**src/rtl/rr_token_arbiter.sv**
```systemverilog
// Round-robin token arbiter with four-phase req/ack handshake.
// A token walks over the clients; the holder is granted while it keeps req high.
// SKIP selects strict rotation (0) or jumping straight to the next requester (1).
// HOLD_MAX > 0 enables a watchdog that revokes over-long grants and masks the
// offending client until it drops its request.
module rr_token_arbiter #(
    parameter int unsigned N        = 4,
    parameter int unsigned SKIP     = 0,
    parameter int unsigned HOLD_MAX = 0,
    parameter int unsigned SW       = (N > 1) ? $clog2(N) : 1
) (
    input  logic          clk,
    input  logic          rst,
    input  logic [N-1:0]  req,
    output logic [N-1:0]  ack,
    output logic [SW-1:0] sel,
    output logic          active,
    output logic          timeout
);

    // Counter only needs to reach HOLD_MAX-1; it saturates otherwise.
    localparam int unsigned CW = (HOLD_MAX > 1) ? $clog2(HOLD_MAX) : 1;

    typedef enum logic {StIdle, StGrant} state_e;

    state_e          state;
    logic [SW-1:0]   tok;
    logic [CW-1:0]   cnt;
    logic [N-1:0]    mask;

    logic [N-1:0]    elig;
    logic [SW-1:0]   tok_inc;
    logic [N-1:0]    tok_oh;
    logic            hit;
    logic [SW-1:0]   hit_idx;
    logic [SW-1:0]   idx;
    logic            grant_ok;
    logic [SW-1:0]   grant_idx;
    logic [N-1:0]    grant_oh;
    logic            wd_fire;

    assign elig    = req & ~mask;
    assign tok_inc = (tok == SW'(N - 1)) ? '0 : tok + 1'b1;
    assign tok_oh  = N'(1) << tok;
    assign wd_fire = (HOLD_MAX != 0) && (cnt == CW'(HOLD_MAX - 1));

    // Find the first eligible requester at or after the token, wrapping to 0.
    always_comb begin
        hit     = 1'b0;
        hit_idx = tok;
        idx     = tok;
        for (int k = 0; k < int'(N); k++) begin
            idx = SW'((32'(tok) + 32'(k)) % N);
            if (!hit && elig[idx]) begin
                hit     = 1'b1;
                hit_idx = idx;
            end
        end
    end

    // Choose who would be granted from IDLE this cycle.
    always_comb begin
        if (SKIP != 0) begin
            grant_ok  = hit;
            grant_idx = hit_idx;
        end else begin
            grant_ok  = elig[tok];
            grant_idx = tok;
        end
        grant_oh = N'(1) << grant_idx;
    end

    // Arbitration FSM: token, grant, hold counter, revoke mask and pulse.
    always_ff @(posedge clk or posedge rst) begin
        if (rst) begin
            state   <= StIdle;
            tok     <= '0;
            cnt     <= '0;
            mask    <= '0;
            ack     <= '0;
            timeout <= 1'b0;
        end else begin
            timeout <= 1'b0;
            // A masked client is released from the mask once it drops req.
            mask    <= mask & req;
            unique case (state)
                StIdle: begin
                    if (grant_ok) begin
                        tok   <= grant_idx;
                        ack   <= grant_oh;
                        cnt   <= '0;
                        state <= StGrant;
                    end else if (SKIP == 0) begin
                        tok <= tok_inc;
                    end
                end
                StGrant: begin
                    if (!req[tok]) begin
                        // Normal release wins over a watchdog firing on the same edge.
                        ack   <= '0;
                        tok   <= tok_inc;
                        state <= StIdle;
                    end else if (wd_fire) begin
                        ack     <= '0;
                        mask    <= (mask & req) | tok_oh;
                        timeout <= 1'b1;
                        tok     <= tok_inc;
                        state   <= StIdle;
                    end else if (cnt != '1) begin
                        cnt <= cnt + 1'b1;
                    end
                end
                default: state <= StIdle;
            endcase
        end
    end

    assign sel    = tok;
    // Derived from the registered ack only; no path from req.
    assign active = |ack;

endmodule

```
**config.mk**
```make
export PLATFORM = sky130hd
export DESIGN_NAME = rr_token_arbiter
export DESIGN_NICKNAME = d
export VERILOG_FILES = /design/src/rtl/rr_token_arbiter.sv
export SDC_FILE = /design/constraint.sdc
export NUM_CORES = 1
export LEC_CHECK = 0
export BUFFER_PORTS_ARGS = -buffer_cell sky130_fd_sc_hd__buf_2
export CAP_MARGIN = 20
export CORE_AREA = 2 2 39 41
export DETAILED_ROUTE_END_ITERATION = 10
export DIE_AREA = 0 0 41 43
export GPL_TIMING_DRIVEN = 1
export PLACE_DENSITY_LB_ADDON = 0.1
export SYNTH_ARGS = -nofsm -noshare
export SYNTH_HDL_FRONTEND = slang
export SYNTH_SLANG_ARGS = --single-unit
```
**constraint.sdc**
```tcl
create_clock -name clk -period 3.3 [get_ports clk]
set_input_delay 0.33 -clock clk [delete_from_list [all_inputs] [get_ports clk]]
set_output_delay 0.33 -clock clk [all_outputs]
set_load 0.05 [all_outputs]
```
==> results.md, run 1 <==
* Average routed wire per standard cell at 13.27 um
* Die height at 43 um
* Synth Net Count at 53
* CP arrival at 1980 ps
* Clk_skew at around 0.51 ps
* Final Hold Violating Endpoints at 0
* Core ar. at about 0.0014 mm^2
* Die area at 0.001763 mm^2
* Initial core utilization at 0.4168
* Initial antenna violation count at 0
* Pin count of the biggest net entering global routing at 12
* Row cnt at 14
* Post-cts resize count at 0
* Final setup vio count at 0
* Total gr overflow at 0
* Clock tree buffer depth at 2
* Number of H-tree levels at 1
* Final period util at 0.5531
* Leading cell types in the layout, fill and taps excluded: 12 x buf_2, 11 x dfrtp_1, 4 x a22o_1, 4 x and2_1, 4 x ha_1
* Buf/Inv on CP at 0
* Final worst slack at ~1500 ps
* Pre-antenna DRT Iters at 4
* Area of the multi-input gates at 279.0 um^2
* Synth Register Bits at 11
* Hold Crit Class: in2async
* GRT Overall Usage at 0.1332
* Fill cells at 131
* Layout cells sized above 1 at 0.3793
* CP endpoint kind: flip-flop
* Gp weighted congestion at around 0.75
* Max incr delay on CP at 670 ps
* Critical path startpoint category: flip-flop
* WP data required at 3460 ps
* Clk sinks at 11
* Setup TNS at 0 ps
* WS Path Type: reg2reg
* Reg clk slew, reported paths at 70 ps
* Post-route DRC at 0
* Tmin final at 1825 ps
* Max-cap violations at 0
* First-pass GRT wire length at 1518 um
* Vias/cell at roughly 5.0
* Layout overhead on the synthesized area at 17.14%
* Sequential-to-total area share from yosys stat at 0.4772
* Post-CTS Setup Inserts at 0
* Top Ports at 14
* Critical Path, Cell by Cell: mux4_1, mux2i_4, mux2_4
* Yosys cell types at 19
* Slowest cell on the critical path: mux4_1
* Post-synthesis cell count at 43
* Initial DRC Count at 2
* Final nets at 69
* CTS tree: built
* Vias in the first global route at 373
* RSZ-0062 raised after global routing: no
* Commonest non-fill, non-tap cell in the layout: buf_2
* DR vias at between 300 and 400
* Max Clock Freq at 547.9 MHz
* Root buffer cell: clkbuf_4
* Post-Syn Area at 576.8 um^2
* Register Area at around 280 um^2
* Status: finished, final reports clean
* Crit-path leading delay family: multiplexers
* Fin. max-slew vios at 0
* Mean Syn Cell Area at 13.41 um^2
* Skew-Pair Late Insertion Delay at approximately 270 ps
* Drt total wl at 982 um
* Cts bufs inserted at 3
* ANT cells at 0
* PortBufs at 12
* Final ANT Viol Nets at 0
* Pre-CTS WS at 1479 ps
* Cts hold-fix bufs at 0
* Die width at 41 um
* Yosys warns at 0
* Critical path peak fanout at 7
==> registers in the layout (all words and copies together) (netlist names) <==
name,count
sel,2
ack,4
mask,4
state,1
==> Yosys cell counts, drive strengths merged <==
library cell | number | area [um^2]
a22o | 4 | 35.03
dfrtp | 11 | 275.3
ha | 4 | 50.05
mux2i | 1 | 22.52
and2 | 4 | 25.02
inv | 4 | 15.01
nor2 | 1 | 3.750
nor2b | 4 | 32.53
conb | 1 | 3.750
and2b | 1 | 7.510
or4 | 1 | 7.510
nand2 | 1 | 3.750
mux4 | 2 | 48.80
mux2 | 2 | 30.03
buf | 1 | 7.510
o21ai | 1 | 8.760
==> worst paths after layout <==
path	cells after the start	slack, ps	endpoint	start
max	3	1470	sel[0]$_DFFE_PP0P_	sel[0]$_DFFE_PP0P_
min	2	40	ack[2]$_DFFE_PP0P_	rst
max reg2reg	3	1470	sel[0]$_DFFE_PP0P_	sel[0]$_DFFE_PP0P_
min reg2reg	1	490	mask[1]$_DFF_PP0_	mask[1]$_DFF_PP0_
max in group asynchronous	2	2960	sel[1]$_DFFE_PP0P_	rst
min in group clk	2	290	mask[2]$_DFF_PP0_	req[2]
==> worst register-to-register path, cell delays in order (launching register included) <==
cell     delay (ps)
dfrtp_1         490
mux4_1          670
mux2i_4         220
mux2_4          320
==> per-layer routing <==
| metal | track usage | up-vias | part of all wire |
|---|---|---|---|
| li1 | - | 174 | - |
| met1 | 0.1649 | 183 | 0.43 |
| met2 | 0.1969 | 13 | 0.48 |
| met3 | 0.03665 | 2 | 0.064 |
| met4 | 0.08000 | 0 | 0.020 |
| met5 | 0 | - | 0 |
==> cell families (layout without fill, tap and decap cells) <==
| kind of cell | after synthesis | after routing | share of synthesized area |
|---|---|---|---|
| adders and majority gates | 4 | 4 | 0.08677 |
| and+or+nand+nor | 12 | 12 | 0.1388 |
| other | 1 | 1 | 0.006501 |
| buffers and inverters | 5 | 20 | 0.03904 |
| muxes | 5 | 5 | 0.1757 |
| DFF | 11 | 11 | 0.4772 |
| AOI/OAI and AO/OA | 5 | 5 | 0.07592 |
==> cell type report <==
cell class,instances,share of cell area
tap,16,0.02963
multi-input combinational,27,0.4130
sequential,11,0.4074
inverter,4,0.02222
clock buffer,4,0.03889
timing repair buffer,12,0.08889
==> per-stage QoR <==
step | cell area, um^2 | std cells | hold WS, ps | util
finish | 675.6 | 74 | 42.18 | 0.4882
global route | 675.6 | 74 | 80.77 | 0.4882
floorplan | 576.8 | 43 | 182.4 | -
global placement | 649.4 | 70 | 332.4 | 0.4693
CTS | 675.6 | 74 | 53.70 | 0.4882
detailed placement | 649.4 | 70 | 346.5 | 0.4693
Power of run 1 is not shown: default switching activity piles up to over one toggle a cycle in this logic, so the estimate is an artifact.
==> run 2, diff against run 1 <==
--- a/config.mk
+++ b/config.mk
@@ -5,11 +5,12 @@
 export SDC_FILE = /design/constraint.sdc
 export NUM_CORES = 1
 export LEC_CHECK = 0
+export ABC_AREA = 1
 export BUFFER_PORTS_ARGS = -buffer_cell sky130_fd_sc_hd__buf_2
 export CAP_MARGIN = 20
-export CORE_AREA = 2 2 39 41
+export CORE_MARGIN = 2
+export CORE_UTILIZATION = 45
 export DETAILED_ROUTE_END_ITERATION = 10
-export DIE_AREA = 0 0 41 43
 export GPL_TIMING_DRIVEN = 1
 export PLACE_DENSITY_LB_ADDON = 0.1
 export SYNTH_ARGS = -nofsm -noshare
==> constraint.sdc (replaced) <==
create_clock -name clk -period 1.9 [get_ports clk]
set_input_delay 0.19 -clock clk [delete_from_list [all_inputs] [get_ports clk]]
set_output_delay 0.19 -clock clk [all_outputs]
set_load 0.05 [all_outputs]
==> run 2 against run 1 <==
Clock skew rose by 5.4 ps; non-clock buffer count is 1 higher; critical path depth decreased by 1; via count rose by 30%; critical endpoint is now active.
==> results.md, run 2 <==
* Tmin final at 1577 ps
* Cts bufs inserted at 3
* Post-synth top cells: 22 x nand2_1, 14 x nand3_1, 11 x dfrtp_1, 11 x inv_1, 4 x ha_1
* Clk sinks at 11
* GRT Overall Usage at 0.1684
* Root buffer cell: clkbuf_4
* Setup TNS at 0 ps
* Die area at between 0.0015 and 0.002 mm^2
* Clk_skew at 5.954 ps
* CTS tree: built
* Status: finished, final reports clean
* Top cells by area, synth: dfrtp_1 46%, nand2_1 14%, nand3_1 12%, ha_1 8.3%, inv_1 6.8%
* Skew-Pair Late Insertion Delay at 270 ps
* Post-route DRC at 0
* Post-synth top area share at 0.4564
* Most instantiated library cell after synthesis: nand2_1
* Layout cells sized above 1 at 0.2472
* Vias/cell at between 4 and 5
* Post-synthesis cell count at 73
* Critical path peak fanout at 3
* Clk pwr share at 0.127
* Sw Share at 0.5440
* Number of H-tree levels at 1
* Layout overhead on the synthesized area at 17.84%
* Final Hold Violating Endpoints at 0
* Critical path startpoint category: flip-flop
* DR vias at 483
* Final setup vio count at 0
* Row cnt at 13
* WS Path Type: reg2out
* Mean Syn Cell Area at 8.261 um^2
* Die height at 40.61 um
* Pre-CTS WS at 610.7 ps
* WP data required at 1710 ps
* Sequential-to-total area share from yosys stat at 0.4564
* Core ar. at ~0.0013 mm^2
* Reg clk slew, reported paths at 70 ps
* Final period util at 0.8301
* Cts hold-fix bufs at 1
* Drt total wl at 1055 um
* Leading cell types in the layout, fill and taps excluded: 22 x nand2_1, 14 x nand3_1, 12 x buf_2, 11 x inv_1, 11 x dfrtp_1
* Switching pwr at 699.1 uW
* Worst IR drop on VDD at about 740 uV
* Pwr Total at 1.285 mW
* Final ANT Viol Nets at 0
* Slowest cell on the critical path: or4_1
* Synth Area in XOR/XNOR at 0
* Yosys warns at 0
* Top FF cell, synth: dfrtp_1
* Clock tree buffer depth at 2
* Vias in the first global route at between 400 and 500
* Hold WS at 137.1 ps
* DP Cell Count at 99
* Yosys cell types at 13
* Top Ports at 14
* Max incr delay on CP at 500 ps
* Cell taking the most area after synthesis: dfrtp_1
* Logic pwr share at 0.572
* Total gr overflow at 0
* Gp weighted congestion at 0.8126
* Largest family of logic cells by synthesized area: simple AND/OR/NAND/NOR gates
* Compound-cell area share of the yosys netlist at 0
* Initial DRC Count at 4
* Fin. max-slew vios at 0
* Post-Syn Area at roughly 600 um^2
* Max-cap violations at 0
* Post-synth ARST share at 1.000
* Adder-cell share of the synthesized area at 0.08299
* First-pass GRT wire length at 1697 um
* Simple-gate share of the synthesized area at 0.3610
* CP arrival at roughly 1400 ps
* CP endpoint kind: primary output
* Critical Path, Cell by Cell: or4_1, buf_2
* Hold Crit Class: in2reg
* Initial antenna violation count at 0
* Detailed Place HPWL at about 770 um
* Commonest non-fill, non-tap cell in the layout: nand2_1
* Post-synth EDFFs at 0
* PortBufs at 12
* Internal power contribution at 586.1 uW
* ANT cells at 0
* Post-cts resize count at 0
* Final nets at 100
* Pwr dens at 1808 mW/mm^2
* Crit-path leading delay family: simple AND/OR/NAND/NOR gates
* Multiplexer share of the synthesized area at 0
* Pin count of the biggest net entering global routing at 12
* Fin cells at 104
* Max Clock Freq at 634.0 MHz
* Initial core utilization at 0.4753
* RSZ-0062 raised after global routing: no
* Buf/Inv on CP at 1
* Reg power frac at 0.301
* Pre-antenna DRT Iters at 3
* Die width at 40.61 um
* Leakage at 0.4309 nW
* Average routed wire per standard cell at 10.14 um
* Post-CTS Setup Inserts at 0
* Synth Net Count at 83
* Final worst slack at 322.8 ps
* Synth Register Bits at 11
==> run 2: cell count changes after synthesis, sizes merged, moves of 2 or more <==
cell,change
mux2,-2
and2,-4
a22o,-4
nor2b,-4
mux4,-2
nand2,+22
inv,+9
nand3,+18
==> run 2: logic make-up after synthesis <==
| group | after synthesis |
|---|---|
| simple gates | 43 |
| buf+inv | 14 |
| flops | 11 |
| fa+ha+maj | 4 |
| other cells | 1 |
==> run 2: final timing paths <==
| kind | slack, ps | to | startpoint | cells after the start |
|---|---|---|---|---|
| max | 320 | active | ack[1]$_DFFE_PP0P_ | 2 |
| max reg2reg | 600 | sel[1]$_DFFE_PP0P_ | sel[0]$_DFFE_PP0P_ | 7 |
| min reg2reg | 460 | mask[2]$_DFF_PP0_ | mask[2]$_DFF_PP0_ | 2 |
| min in group asynchronous | 440 | ack[1]$_DFFE_PP0P_ | rst | 3 |
| max in group asynchronous | 1160 | mask[2]$_DFF_PP0_ | rst | 3 |
| min | 140 | mask[0]$_DFF_PP0_ | req[0] | 3 |
==> run 2: power groups by stage <==
stage	Combinational (mW)	Sequential, mW	Clock, mW
floorplan	0.430	0.546	0
global placement	0.738	0.387	0
detailed placement	0.742	0.391	0
CTS	0.744	0.387	0.168
global route	0.821	0.399	0.181
finish	0.735	0.387	0.163
==> run 2: cell type report <==
type	instances	area [um^2]
clock buffer	4	26.28
tap	15	18.77
fill	127	558.0
inverter	13	48.80
timing repair buffer	13	70.07
multi-input combinational	48	271.5
sequential	11	275.3
==> run 2: metrics by stage <==
step / area [um^2] / util
6_report: 710.7 / 0.5602
5_1_grt: 710.7 / 0.5602
4_1_cts: 710.7 / 0.5602
3_5_place_dp: 674.4 / 0.5316
3_3_place_gp: 674.4 / 0.5316
2_1_floorplan: 603.1 / -
==> run 2: worst register-to-register path: cells and delay by family, from the launching register on <==
kind,cells,cell delay (ps)
and+or+nand+nor,6,510
DFF,1,540
buffers and inverters,1,140
==> run 2: metal layers <==
| metal | share of wire | wire length [um] | up-vias | track usage |
|---|---|---|---|---|
| li1 | - | - | 257 | - |
| met1 | 0.45 | 478 | 212 | 0.1809 |
| met2 | 0.47 | 497 | 12 | 0.2897 |
| met3 | 0.060 | 63 | 2 | 0.06522 |
| met4 | 0.014 | 15 | 0 | 0.07500 |
| met5 | 0 | 0 | - | 0 |
(Power assumes the default switching activity.)
